[config.mk]
export PLATFORM = sky130hd
export DESIGN_NAME = xadc_temp_poll_flat
export DESIGN_NICKNAME = d
export VERILOG_FILES = /design/src/rtl/xadc_temp_poll_if.sv /design/src/rtl/xadc_temp_poll.sv /design/src/flat_wrapper.sv
export SDC_FILE = /design/constraint.sdc
export NUM_CORES = 1
export LEC_CHECK = 0
export ABC_AREA = 1
export CAP_MARGIN = 20
export CORE_MARGIN = 8
export CORE_UTILIZATION = 52
export DETAILED_ROUTE_END_ITERATION = 12
export PLACE_DENSITY = 0.8
export SETUP_SLACK_MARGIN = 0.05
export SLEW_MARGIN = 20
export SYNTH_ARGS = -nofsm -noshare
export SYNTH_HDL_FRONTEND = slang
export SYNTH_SLANG_ARGS = --single-unit
[constraint.sdc]
create_clock -name clock -period 1.9 [get_ports clock]
set_input_delay 0.38 -clock clock [delete_from_list [all_inputs] [get_ports clock]]
set_output_delay 0.38 -clock clock [all_outputs]
set_load 0.01 [all_outputs]
[src/rtl/xadc_temp_poll_if.sv]
// -----------------------------------------------------------------------------
// xadc_temp_poll_if
// Purpose : DRP (dynamic reconfiguration port) bundle between the temperature
//           poller and the XADC primitive. The poller only ever reads, so the
//           write path is present for completeness but held at zero.
// Signals :
//   drp_den   - enable, one-cycle pulse per access          (master -> slave)
//   drp_dwe   - write enable, always 0 from the poller       (master -> slave)
//   drp_daddr - 7-bit register address                       (master -> slave)
//   drp_di    - 16-bit write data, always 0 from the poller  (master -> slave)
//   drp_do    - 16-bit read data, valid with drp_drdy        (slave -> master)
//   drp_drdy  - read-complete strobe                         (slave -> master)
// -----------------------------------------------------------------------------
interface xadc_temp_poll_if;
    logic        drp_den;
    logic        drp_dwe;
    logic [6:0]  drp_daddr;
    logic [15:0] drp_di;
    logic [15:0] drp_do;
    logic        drp_drdy;

    modport master (
        output drp_den,
        output drp_dwe,
        output drp_daddr,
        output drp_di,
        input  drp_do,
        input  drp_drdy
    );

    modport slave (
        input  drp_den,
        input  drp_dwe,
        input  drp_daddr,
        input  drp_di,
        output drp_do,
        output drp_drdy
    );
endinterface

[src/rtl/xadc_temp_poll.sv]
// -----------------------------------------------------------------------------
// xadc_temp_poll
// Purpose : Periodically reads the XADC on-die temperature register over DRP,
//           keeps the latest 12-bit code, and drives an over-temperature alarm
//           with hysteresis. Repeated read failures are treated as unsafe and
//           force the alarm until a good sample arrives.
// Ports   :
//   clock           - system clock, rising edge
//   reset           - synchronous, active-high
//   drp             - DRP master side (see xadc_temp_poll_if)
//   device_temp_o   - latest temperature code (drp_do[15:4]), 12'hFFF after reset
//   temp_valid_o    - at least one read has succeeded since reset
//   alarm_o         - over-temperature / fail-safe alarm, 1 after reset
//   timeout_pulse_o - one-cycle pulse in the cycle a read times out
//   err_count_o     - saturating count of timeouts since reset
// -----------------------------------------------------------------------------
module xadc_temp_poll #(
    parameter int unsigned POLL_CYCLES    = 100000,
    parameter int unsigned TIMEOUT_CYCLES = 64,
    parameter logic [6:0]  TEMP_ADDR      = 7'h00,
    parameter logic [11:0] ALARM_SET      = 12'd2910,
    parameter logic [11:0] ALARM_CLEAR    = 12'd2829
) (
    input  logic                    clock,
    input  logic                    reset,
    xadc_temp_poll_if.master        drp,
    output logic [11:0]             device_temp_o,
    output logic                    temp_valid_o,
    output logic                    alarm_o,
    output logic                    timeout_pulse_o,
    output logic [7:0]              err_count_o
);

    // POLL_CYCLES is at most 2^24, so its reload value always fits 24 bits.
    localparam logic [23:0] POLL_RELOAD  = 24'(POLL_CYCLES - 32'd1);
    localparam logic [7:0]  TIMEOUT_LAST = 8'(TIMEOUT_CYCLES - 32'd1);

    typedef enum logic [1:0] {
        ST_IDLE = 2'd0,
        ST_REQ  = 2'd1,
        ST_WAIT = 2'd2
    } state_t;

    // Saturating increment of the 8-bit error counter.
    function automatic logic [7:0] sat_inc8(input logic [7:0] v);
        if (v == 8'hFF) begin
            return v;
        end else begin
            return v + 8'd1;
        end
    endfunction

    // Saturating increment of the 2-bit consecutive-timeout counter.
    function automatic logic [1:0] sat_inc2(input logic [1:0] v);
        if (v == 2'd3) begin
            return v;
        end else begin
            return v + 2'd1;
        end
    endfunction

    state_t      state_q,  state_d;
    logic [23:0] poll_q,   poll_d;
    logic [7:0]  wait_q,   wait_d;
    logic        den_q,    den_d;
    logic [6:0]  daddr_q,  daddr_d;
    logic [11:0] temp_q,   temp_d;
    logic        valid_q,  valid_d;
    logic        alarm_q,  alarm_d;
    logic [7:0]  err_q,    err_d;
    logic [1:0]  consec_q, consec_d;

    logic        timeout_s;
    logic [11:0] sample_s;
    logic [1:0]  consec_inc_s;
    logic        unused_s;

    assign sample_s     = drp.drp_do[15:4];
    assign consec_inc_s = sat_inc2(consec_q);
    // The low nibble of the status register carries no temperature information.
    assign unused_s     = ^drp.drp_do[3:0];

    // Next-state, counter and result logic for the poll / request / wait cycle.
    always_comb begin
        state_d   = state_q;
        poll_d    = poll_q;
        wait_d    = wait_q;
        temp_d    = temp_q;
        valid_d   = valid_q;
        alarm_d   = alarm_q;
        err_d     = err_q;
        consec_d  = consec_q;
        timeout_s = 1'b0;

        case (state_q)
            ST_IDLE: begin
                // drp_drdy is deliberately not looked at here: a stray or late
                // strobe must not disturb the sample or the counters.
                if (poll_q == 24'd0) begin
                    state_d = ST_REQ;
                end else begin
                    poll_d = poll_q - 24'd1;
                end
            end

            ST_REQ: begin
                state_d = ST_WAIT;
                wait_d  = 8'd0;
            end

            ST_WAIT: begin
                // A strobe arriving in the last allowed cycle still wins over
                // the timeout, so it is tested first.
                if (drp.drp_drdy) begin
                    state_d  = ST_IDLE;
                    poll_d   = POLL_RELOAD;
                    temp_d   = sample_s;
                    valid_d  = 1'b1;
                    consec_d = 2'd0;
                    if (sample_s >= ALARM_SET) begin
                        alarm_d = 1'b1;
                    end else if (sample_s < ALARM_CLEAR) begin
                        alarm_d = 1'b0;
                    end else begin
                        alarm_d = alarm_q;
                    end
                end else if (wait_q == TIMEOUT_LAST) begin
                    state_d   = ST_IDLE;
                    poll_d    = POLL_RELOAD;
                    timeout_s = 1'b1;
                    err_d     = sat_inc8(err_q);
                    consec_d  = consec_inc_s;
                    // Three failures in a row: assume the worst until a good read.
                    if (consec_inc_s == 2'd3) begin
                        alarm_d = 1'b1;
                    end else begin
                        alarm_d = alarm_q;
                    end
                end else begin
                    wait_d = wait_q + 8'd1;
                end
            end

            default: begin
                state_d = ST_IDLE;
                poll_d  = POLL_RELOAD;
            end
        endcase
    end

    // DRP strobe and address are registered off the next state so that they
    // line up exactly with the single REQ cycle.
    always_comb begin
        den_d = (state_d == ST_REQ);
        if (den_d) begin
            daddr_d = TEMP_ADDR;
        end else begin
            daddr_d = 7'h00;
        end
    end

    // State and datapath registers; reset abandons any read in flight and
    // starts from the fail-safe view (alarm on, temperature unknown).
    always_ff @(posedge clock) begin
        if (reset) begin
            state_q  <= ST_IDLE;
            poll_q   <= POLL_RELOAD;
            wait_q   <= 8'd0;
            den_q    <= 1'b0;
            daddr_q  <= 7'h00;
            temp_q   <= 12'hFFF;
            valid_q  <= 1'b0;
            alarm_q  <= 1'b1;
            err_q    <= 8'd0;
            consec_q <= 2'd0;
        end else begin
            state_q  <= state_d;
            poll_q   <= poll_d;
            wait_q   <= wait_d;
            den_q    <= den_d;
            daddr_q  <= daddr_d;
            temp_q   <= temp_d;
            valid_q  <= valid_d;
            alarm_q  <= alarm_d;
            err_q    <= err_d;
            consec_q <= consec_d;
        end
    end

    assign drp.drp_den   = den_q;
    assign drp.drp_dwe   = 1'b0;
    assign drp.drp_daddr = daddr_q;
    assign drp.drp_di    = 16'h0000;

    assign device_temp_o = temp_q;
    assign temp_valid_o  = valid_q;
    assign alarm_o       = alarm_q;
    assign err_count_o   = err_q;
    // The pulse marks the cycle in which the timeout is decided; reset masks it.
    assign timeout_pulse_o = timeout_s & ~reset;

endmodule

[src/flat_wrapper.sv]
// flat-port wrapper written by rule: the top's interface ports become plain ports
module xadc_temp_poll_flat 
#(
    parameter int unsigned POLL_CYCLES    = 100000,
    parameter int unsigned TIMEOUT_CYCLES = 64,
    parameter logic [6:0]  TEMP_ADDR      = 7'h00,
    parameter logic [11:0] ALARM_SET      = 12'd2910,
    parameter logic [11:0] ALARM_CLEAR    = 12'd2829
)
  (clock, reset, device_temp_o, temp_valid_o, alarm_o, timeout_pulse_o, err_count_o, drp_drp_den, drp_drp_dwe, drp_drp_daddr, drp_drp_di, drp_drp_do, drp_drp_drdy);
  xadc_temp_poll_if drp_i ();
  input  logic clock;
  input  logic reset;
  output logic [11:0] device_temp_o;
  output logic temp_valid_o;
  output logic alarm_o;
  output logic timeout_pulse_o;
  output logic [7:0] err_count_o;
  output wire logic [$bits(drp_i.drp_den)-1:0] drp_drp_den;
  output wire logic [$bits(drp_i.drp_dwe)-1:0] drp_drp_dwe;
  output wire logic [$bits(drp_i.drp_daddr)-1:0] drp_drp_daddr;
  output wire logic [$bits(drp_i.drp_di)-1:0] drp_drp_di;
  input wire logic [$bits(drp_i.drp_do)-1:0] drp_drp_do;
  input wire logic [$bits(drp_i.drp_drdy)-1:0] drp_drp_drdy;
  assign drp_drp_den = drp_i.drp_den;
  assign drp_drp_dwe = drp_i.drp_dwe;
  assign drp_drp_daddr = drp_i.drp_daddr;
  assign drp_drp_di = drp_i.drp_di;
  assign drp_i.drp_do = drp_drp_do;
  assign drp_i.drp_drdy = drp_drp_drdy;
  xadc_temp_poll #(.POLL_CYCLES(POLL_CYCLES), .TIMEOUT_CYCLES(TIMEOUT_CYCLES), .TEMP_ADDR(TEMP_ADDR), .ALARM_SET(ALARM_SET), .ALARM_CLEAR(ALARM_CLEAR)) u_core (.clock(clock), .reset(reset), .drp(drp_i), .device_temp_o(device_temp_o), .temp_valid_o(temp_valid_o), .alarm_o(alarm_o), .timeout_pulse_o(timeout_pulse_o), .err_count_o(err_count_o));
endmodule
; Word-level counts from Yosys, hierarchy flattened
; Index checks and enable logic that the tools add are counted.
[totals]
regBits = 59
in_bits = 19
out_inout_bits = 48
wordCells = 65
[classes]
n_reduce_logical = 11
eq_ne = 12
magnitude_cmp = 2
bitwise_logic = 5
add_sub_neg = 4
mux = 22
[ops]
columns = op, count
row1 = $mux 24, 3
row2 = $pmux 24 s3, 1
row3 = $logic_not 24->1, 1
row4 = $sub 24x1->24 const B, 1
row5 = $add 8x1->8 const B, 2
row6 = $mux 8, 2
row7 = $pmux 8 s2, 1
row8 = $ge 12x12->1 const B, 1
row9 = $lt 12x12->1 const B, 1
row10 = $mux 2, 6
row11 = $eq 8x6->1 const B, 1
row12 = $eq 8x8->1 const B, 1
row13 = $mux 1, 8
row14 = $reduce_and 4->1, 2
row15 = $eq 2x2->1 const B, 3
row16 = $ne 2x2->1 const B, 3
row17 = $pmux 2 s3, 1
row18 = $reduce_and 3->1, 2
row19 = $reduce_bool 2->1, 3
row20 = $eq 2x1->1 const B, 2
row21 = $not 1->1, 4
row22 = $reduce_and 2->1, 2
row23 = $ne 3x1->1 const B, 1
row24 = $ne 3x2->1 const B, 1
row25 = other kinds (3), 3

; Depth between registers and ports, before layout
; Gate-level depths: netlist of the first run.
[depth]
depth_word = 6
depth_mapped = 12
ltp_nobuf = 11

; Least setup slack after synthesis of the first run
; Ideal clock, no wire load.
[synth_timing]
path_type = register to register
start = register u_core.poll_q[0]
end = register u_core.poll_q[22]
setup_time_ns = 0.115
t_required_ns = 1.785
path_buffers = 1
synth_period_minus_slack_ns = 1.585
arrival_time_ns = 1.470
slack_ns = 0.315
stages_incl_launch_ff = 11
cell_sequence = dfxtp_1 -> inv_1 -> ha_1 -> nand2_4 -> nor2_8 -> nand2_4 -> nor2_8 -> nor2_8 -> buf_6 -> a21oi_1 -> nor2_1
[synth_between]
elab_chain_len = 3
elab_cells_between_ends = 6
classes_between = 1 x add/sub / 1 x eq/ne / 2 x mux / 2 x reduce/logical
[synth_rtl]
columns = element, line_no
row1 = "start, declared", xadc_temp_poll.sv:63  ; logic [23:0] poll_q, poll_d;
row2 = "start signal, assigned", xadc_temp_poll.sv:178  ; poll_q <= poll_d;
row3 = $sub 24x1->24 / $logic_not 24->1 (equally long branches), "xadc_temp_poll.sv:102, xadc_temp_poll.sv:99"
row4 = $mux 24 / $ne 2x2->1 (equally long branches), n/a
row5 = $pmux 24 s3 / $reduce_and 3->1 (equally long branches), n/a
; Several ways; a longest one is shown, not always the timed one. The select of a mux whose other input is x is not followed.
; A chain may end at the register's enable or synchronous reset.

; Worst setup path in the final report of the first run
[layout_timing]
start = register u_core.wait_q[0]
end = output timeout_pulse_o
[layout_between]
elab_chain_len = 5
[layout_rtl]
columns = element, line_no
row1 = "start, declared", xadc_temp_poll.sv:64  ; logic [7:0] wait_q, wait_d;
row2 = "start signal, assigned", xadc_temp_poll.sv:179  ; wait_q <= wait_d;
row3 = $eq 8x6->1, xadc_temp_poll.sv:127  ; end else if (wait_q == TIMEOUT_LAST) begin
row4 = $mux 1, xadc_temp_poll.sv:127
row5 = $mux 1, xadc_temp_poll.sv:114  ; if (drp.drp_drdy) begin
row6 = $mux 1, xadc_temp_poll.sv:95  ; case (state_q)
row7 = $and 1x1->1, xadc_temp_poll.sv:200  ; assign timeout_pulse_o = timeout_s & ~reset;
row8 = "end, declared", flat_wrapper.sv:17  ; output logic timeout_pulse_o;
; No other way between the ends.

==> out/metrics.yaml, run 1 <==
routing:
  first_pass_iters: 4
  wl_per_cell_um: 12.4
  drt_iter0_markers: 141
  routed_via_density: 5.03
  drc: 0
  ant_nets: 0
  wl_um: 7830
  dr_total_vias: 3171
min_path:
  min_path_type: "reg -> reg"
  hold_path_depth: 2
timing:
  hold_viol: 0
  maxSlewViolCount: 0
  fmax_ghz: 0.554
  fin_crit_sh_pct: 95.1
  skew_ns: 0.00906
  fin_crit_ns: 1.81
  setup_viol: 0
  rsz0062_at_grt: "yes"
  layout_setup_ws_ns: 0.0934
worst_setup_path:
  worstSetupStartpointType: "flop"
  critical_path_arrival_ns: 1.43
  cp-end-kind: "output pin"
  rr_worst_depth: 10
  crit_type: "reg -> out"
  crit_slowest_cell: "dfxtp_2"
  worstPathCellList: "ha_4, nand2_4, nor2_4, nand2_2, inv_2, nand2_2, nor2_2, buf_2"
  cp_common_cell: "nand2_2"
  crit_required_ns: 1.52
  slowest_delay_ns: 0.36
  worstPathMaxFanout: 2
logic_synthesis:
  async_reset_ff_share_pct: 0
  synth_area_leaders: "dfxtp_1, nand2_1, nor2_1"
  syn-instance-count: 486
  ys_seq_elements: 59
  synth-seq-area-share_pct: 34.8
  ys_types: 42
  yosysTopAreaCell: "dfxtp_1"
  synthesis.area_um2: 3390
  synth_ff_type: "dfxtp_1"
  synth-edff-count: 0
  ys_warn_count: 0
  avgSynthCellArea_um2: 6.98
  synth_top_area_share_pct: 34.8
final_layout:
  nNetsFinal: 571
  postLayoutCellArea_um2: 4160
  area_growth_pct: 22.7
  drive_gt1_share_pct: 16.4
  fillCellCount: 560
  layout_commonest_cell: "nand2_1"
  antenna_cells: 0
  layout_common_cells: "nand2_1, nor2_1, inv_1, dfxtp_1, nand3_1"
  fin_util_pct: 65.9
grt:
  globalRouteTotalUtil_pct: 16.5
  antenna_found_initial: 0
  grt_pass1_wl_um: 13300
  grt_max_degree: 24
  globalRoute.totalOverflow: 0
  grt_pass1_vias: 3126
pwr:
  p_leak_nw: 1.97
  worst_ir_drop_vdd_uv: 384
  power.density_nw_per_um2: 612
status:
  status: "completed"
clock_tree:
  cts_buffers: 9
  clock_path_buffers: 2
  htreeDepth: 3
  cts-root-buf: "clkbuf_8"
  cts_tree: "yes"
  worstSkewPairLatency_ns: 0.35
  holdBufCountCts: 0
  clkTransAtPathRegs_ns: 0.07
  cts.sinks: 59
die:
  ios: 67
  dieArea_um2: 9360
  chipHeight_um: 96.8
  start_util_pct: 53.7
  row_count: 29
  core-area_um2: 6310
  die_width_um: 96.8
place:
  dp_hpwl_um: 5780
  portBuffers: 38
  gp_congestion: 0.919
  place_ws_ns: -0.193
  post_dp_cell_area_um2: 3910
flow_run:
  maxCapViolCount: 0
==> per-stage QoR <==
step	TNS [ns]	total power, mW	hold WS [ns]	cells
3_5_place_dp	-0.195	1.40	0.456	613
2_1_floorplan	0	1.38	0.440	509
6_report	0	2.55	0.474	631
5_1_grt	0	2.63	0.496	631
4_1_cts	0	2.57	0.476	629
3_3_place_gp	-0.184	1.40	0.452	613
==> where the power goes <==
| group | switching, mW | total, mW | leakage (nW) | internal [mW] |
|---|---|---|---|---|
| registers | 0.00500 | 1.25 | 0.478 | 1.24 |
| clock network | 0.533 | 1.17 | 0.102 | 0.640 |
| logic | 0.0766 | 0.126 | 1.39 | 0.0498 |
| total | 0.615 | 2.55 | 1.97 | 1.93 |
==> cells by family after synthesis <==
logic type,count (synthesis),synth area share [%]
xor+xnor,6,1.55
simple gates,273,39.5
fa+ha+maj,3,1.11
buf+inv,94,14.0
other cells,1,0.111
flops,59,34.8
compound gates,50,8.89
==> cell usage after synthesis (2+ instances only) <==
library cell	n
xnor2_1	2
nand3_1	40
dfxtp_1	59
nor2_4	4
o211ai_1	5
nor2_1	65
inv_1	58
o21a_1	2
nand4_1	6
nand2_2	5
nand2_1	117
nand3_2	8
inv_2	3
o211ai_2	3
o21ai_1	6
o21ai_0	12
a21oi_1	18
buf_4	26
nor2_8	3
xor2_1	4
nor3_1	5
nand2_4	5
clkbuf_1	3
ha_1	3
nor2_2	7
==> layer usage <==
metal	part of all wire, %	routed length [µm]	track usage (%)	up-vias
met3	6.6	516	5.41	10
li1	-	-	-	1619
met1	43	3360	18.1	1454
met2	49	3820	28.3	88
met5	0	0	0	-
met4	1.6	127	7.46	0
==> repair_timing <==
| action | in CTS | in global routing |
|---|---|---|
| gates resized for setup | 12 | 3 |
| endpoints found under the setup margin | 1 | 5 |
| setup buffers | 0 | 2 |
| pin swaps | 3 | 3 |
==> sequential cells by signal (all words and copies together) (netlist names) <==
register / flops
u_core.consec_q: 2
u_core.temp_valid_o: 1
u_core.wait_q: 8
u_core.device_temp_o: 12
u_core.poll_q: 24
u_core.drp.drp_den: 1
u_core.alarm_o: 1
u_core.state_q: 2
u_core.err_count_o: 8
==> area by class of cell <==
class	count	area, µm²	area share (%)
sequential	59	1180	28.5
clock buffer	10	138	3.31
inverter	61	229	5.50
tap	77	96.3	2.32
clock inverter	6	65.1	1.56
multi-input combinational	356	1860	44.6
timing repair buffer	62	593	14.3
==> worst paths after layout <==
check	from	endpoint	slack (ns)
max	u_core.wait_q[0]	timeout_pulse_o	0.09
min	u_core.device_temp_o[6]	u_core.device_temp_o[6]	0.47
max reg2reg	u_core.wait_q[0]	u_core.err_count_o[3]	0.23
min reg2reg	u_core.device_temp_o[6]	u_core.device_temp_o[6]	0.47
==> critical path, delay by kind of cell (launching register included) <==
| family | cells | cell delay, ns |
|---|---|---|
| fa+ha+maj | 1 | 0.15 |
| buf+inv | 2 | 0.21 |
| flops | 1 | 0.36 |
| simple gates | 5 | 0.37 |
No activity file was read; power rests on OpenSTA's default activity.
==> run 2: changes to the inputs <==
Settings changed: ABC_CLOCK_PERIOD_IN_PS from default to 1900, RECOVER_POWER from default to 50.
==> run 2 against run 1 <==
Against the previous run:
- register-to-register slack worse by 0.09 ns
- critical path depth unchanged
- total power down 0.11%
==> out/metrics.yaml, run 2 (same netlist as run 1, synthesis figures left out) <==
min_path:
  min_path_type: "reg -> reg"  # unchanged
  hold_path_depth: 1  # was 2
  hold_start: "u_core.temp_valid_o"  # was u_core.device_temp_o[6]
  hold_end: "u_core.temp_valid_o"  # was u_core.device_temp_o[6]
final_layout:
  fin_util_pct: 65.6  # was 65.9%
  layout_commonest_cell: "nand2_1"  # unchanged
  drive_gt1_share_pct: 15.9  # was 16.4%
  nNetsFinal: 571  # unchanged
  fillCellCount: 568  # was 560
  layout_common_cells: "nand2_1, nor2_1, inv_1, dfxtp_1, nand3_1"  # unchanged
  area_growth_pct: 22.1  # was 22.7%
  finalNonFillerCells: 631  # unchanged
  antenna_cells: 0  # unchanged
  regMostFlops: "u_core.poll_q"  # unchanged
  largest_reg_flops: 24  # unchanged
pwr:
  p_leak_nw: 1.93  # was 1.97 nW
  power.density_nw_per_um2: 614  # was 612 nW/µm²
  worst_ir_drop_vdd_uv: 389  # was 384 µV
grt:
  grt_pass1_vias: 3126  # unchanged
  grt_max_degree: 24  # unchanged
  grt_pass1_wl_um: 13300  # unchanged
  antenna_found_initial: 0  # unchanged
  globalRoute.totalOverflow: 0  # unchanged
  globalRouteTotalUtil_pct: 16.5  # unchanged
timing:
  worstMarginPinSlew_ns: 0.534
  maxSlewViolCount: 0  # unchanged
  setup_viol: 0  # unchanged
  fmax_ghz: 0.553  # was 0.554 GHz
  skew_ns: 0.00851  # was 0.00906 ns
  fin_crit_sh_pct: 95.1  # about the same
  fin_crit_ns: 1.81  # about the same
  timing.slew.headroom_pct: 64.4
  hold_ws_ns: 0.469  # was 0.474 ns
  rsz0062_at_grt: "yes"  # unchanged
  hold_viol: 0  # unchanged
clock_tree:
  htreeDepth: 3  # unchanged
  holdBufCountCts: 0  # unchanged
  clkTransAtPathRegs_ns: 0.07  # about the same
  cts-root-buf: "clkbuf_8"  # unchanged
  cts_tree: "yes"  # unchanged
  cts.sinks: 59  # unchanged
  worstSkewPairLatency_ns: 0.35  # about the same
  cts_buffers: 9  # unchanged
  clock_path_buffers: 2  # unchanged
place:
  portBuffers: 38  # unchanged
  dp_hpwl_um: 5780  # unchanged
  post-place-cells: 613  # unchanged
  gp_congestion: 0.919  # unchanged
routing:
  dr_total_vias: 3179  # was 3171
  wl_um: 7860  # was 7830 µm
  drt_iter0_markers: 171  # was 141
  drc: 0  # unchanged
  ant_nets: 0  # unchanged
  wl_per_cell_um: 12.5  # was 12.4 µm
  first_pass_iters: 5  # was 4
  routed_via_density: 5.04  # was 5.03
worst_setup_path:
  critical_path_arrival_ns: 1.43  # about the same
  cp-end-kind: "output pin"  # unchanged
  worstSetupStartpointType: "flop"  # unchanged
  r2r_start: "u_core.state_q[1]"  # was u_core.wait_q[0]
  r2r_slack_ns: 0.14  # was 0.23 ns
  worstPathMaxFanout: 2  # unchanged
  crit_required_ns: 1.52  # about the same
  rr_worst_depth: 11  # was 10
  r2r-end: "u_core.wait_q[3]"  # was u_core.err_count_o[3]
  crit_type: "reg -> out"  # unchanged
die:
  core-area_um2: 6310  # unchanged
  ios: 67  # unchanged
  row_count: 29  # unchanged
  start_util_pct: 53.7  # unchanged
  dieArea_um2: 9360  # unchanged
  chipHeight_um: 96.8  # unchanged
  die_width_um: 96.8  # unchanged
flow_run:
  maxCapViolCount: 0  # unchanged
status:
  status: "completed"  # unchanged
run 2: changes by cell type in the layout (fill, tap and decap cells not counted), sizes merged:
| cell | before | now |
|---|---|---|
| buf | 25 | 21 |
| clkdlybuf4s50 | 37 | 22 |
| dlygate4sd3 | 0 | 15 |
| clkbuf | 10 | 14 |
run 2: worst max path at each step:
| stage | endpoint | startpoint | slack [ns] | cells after the start |
|---|---|---|---|---|
| 4_1_cts | timeout_pulse_o | u_core.wait_q[1] | 0.04 | 8 |
| 3_3_place_gp | timeout_pulse_o | drp_drp_drdy | -0.18 | 5 |
| 3_5_place_dp | timeout_pulse_o | drp_drp_drdy | -0.19 | 5 |
| 2_1_floorplan | u_core.poll_q[22] | u_core.poll_q[0] | 0.31 | 10 |
| 6_report | timeout_pulse_o | u_core.wait_q[0] | 0.09 | 8 |
| 5_1_grt | timeout_pulse_o | u_core.wait_q[0] | 0.005 | 8 |
run 2: worst max-delay path, stage by stage, from the launching register on:
cell and delay (ns):
dfxtp_2 0.36, ha_4 0.15, nand2_4 0.06, nor2_4 0.10, nand2_2 0.07, inv_2 0.07, nand2_2 0.05, nor2_2 0.09
buf_2 0.14
run 2: metal layers:
layer	GRT usage [%]	share of wire, %
met5	0	0
met4	7.46	1.6
met3	5.41	6.8
met2	28.3	49
met1	18.1	43
run 2: final cells by class:
cell class	instances	area (µm²)	share of cell area, %
Inverter	61	229	5.53
Sequential cell	59	1180	28.6
Clock buffer	10	138	3.32
Clock inverter	6	65.1	1.57
Multi-Input combinational cell	356	1850	44.7
Tap cell	77	96.3	2.33
Timing Repair Buffer	62	578	14.0
run 2: per-stage QoR:
stage / power (mW) / setup slack [ns] / cell area, µm² / TNS, ns
after floorplan: 1.38 / 0.315 / 3480 / 0
after global placement: 1.40 / -0.184 / 3910 / -0.184
after detailed placement: 1.40 / -0.193 / 3910 / -0.195
after CTS: 2.57 / 0.0357 / 4130 / 0
after global routing: 2.63 / 0.00520 / 4140 / 0
final: 2.54 / 0.0924 / 4140 / 0
run 2: power breakdown:
part           switching [mW]  internal [mW]  total (mW)
registers             0.00501           1.24        1.25
logic                  0.0766         0.0472       0.124
clock network           0.533          0.640        1.17
run 2: what timing repair did:
action                     4_1_cts  5_1_grt
setup endpoints to repair        1        5
gates resized for setup         12        3
pin swaps                        3        3
buffers inserted                 0        2
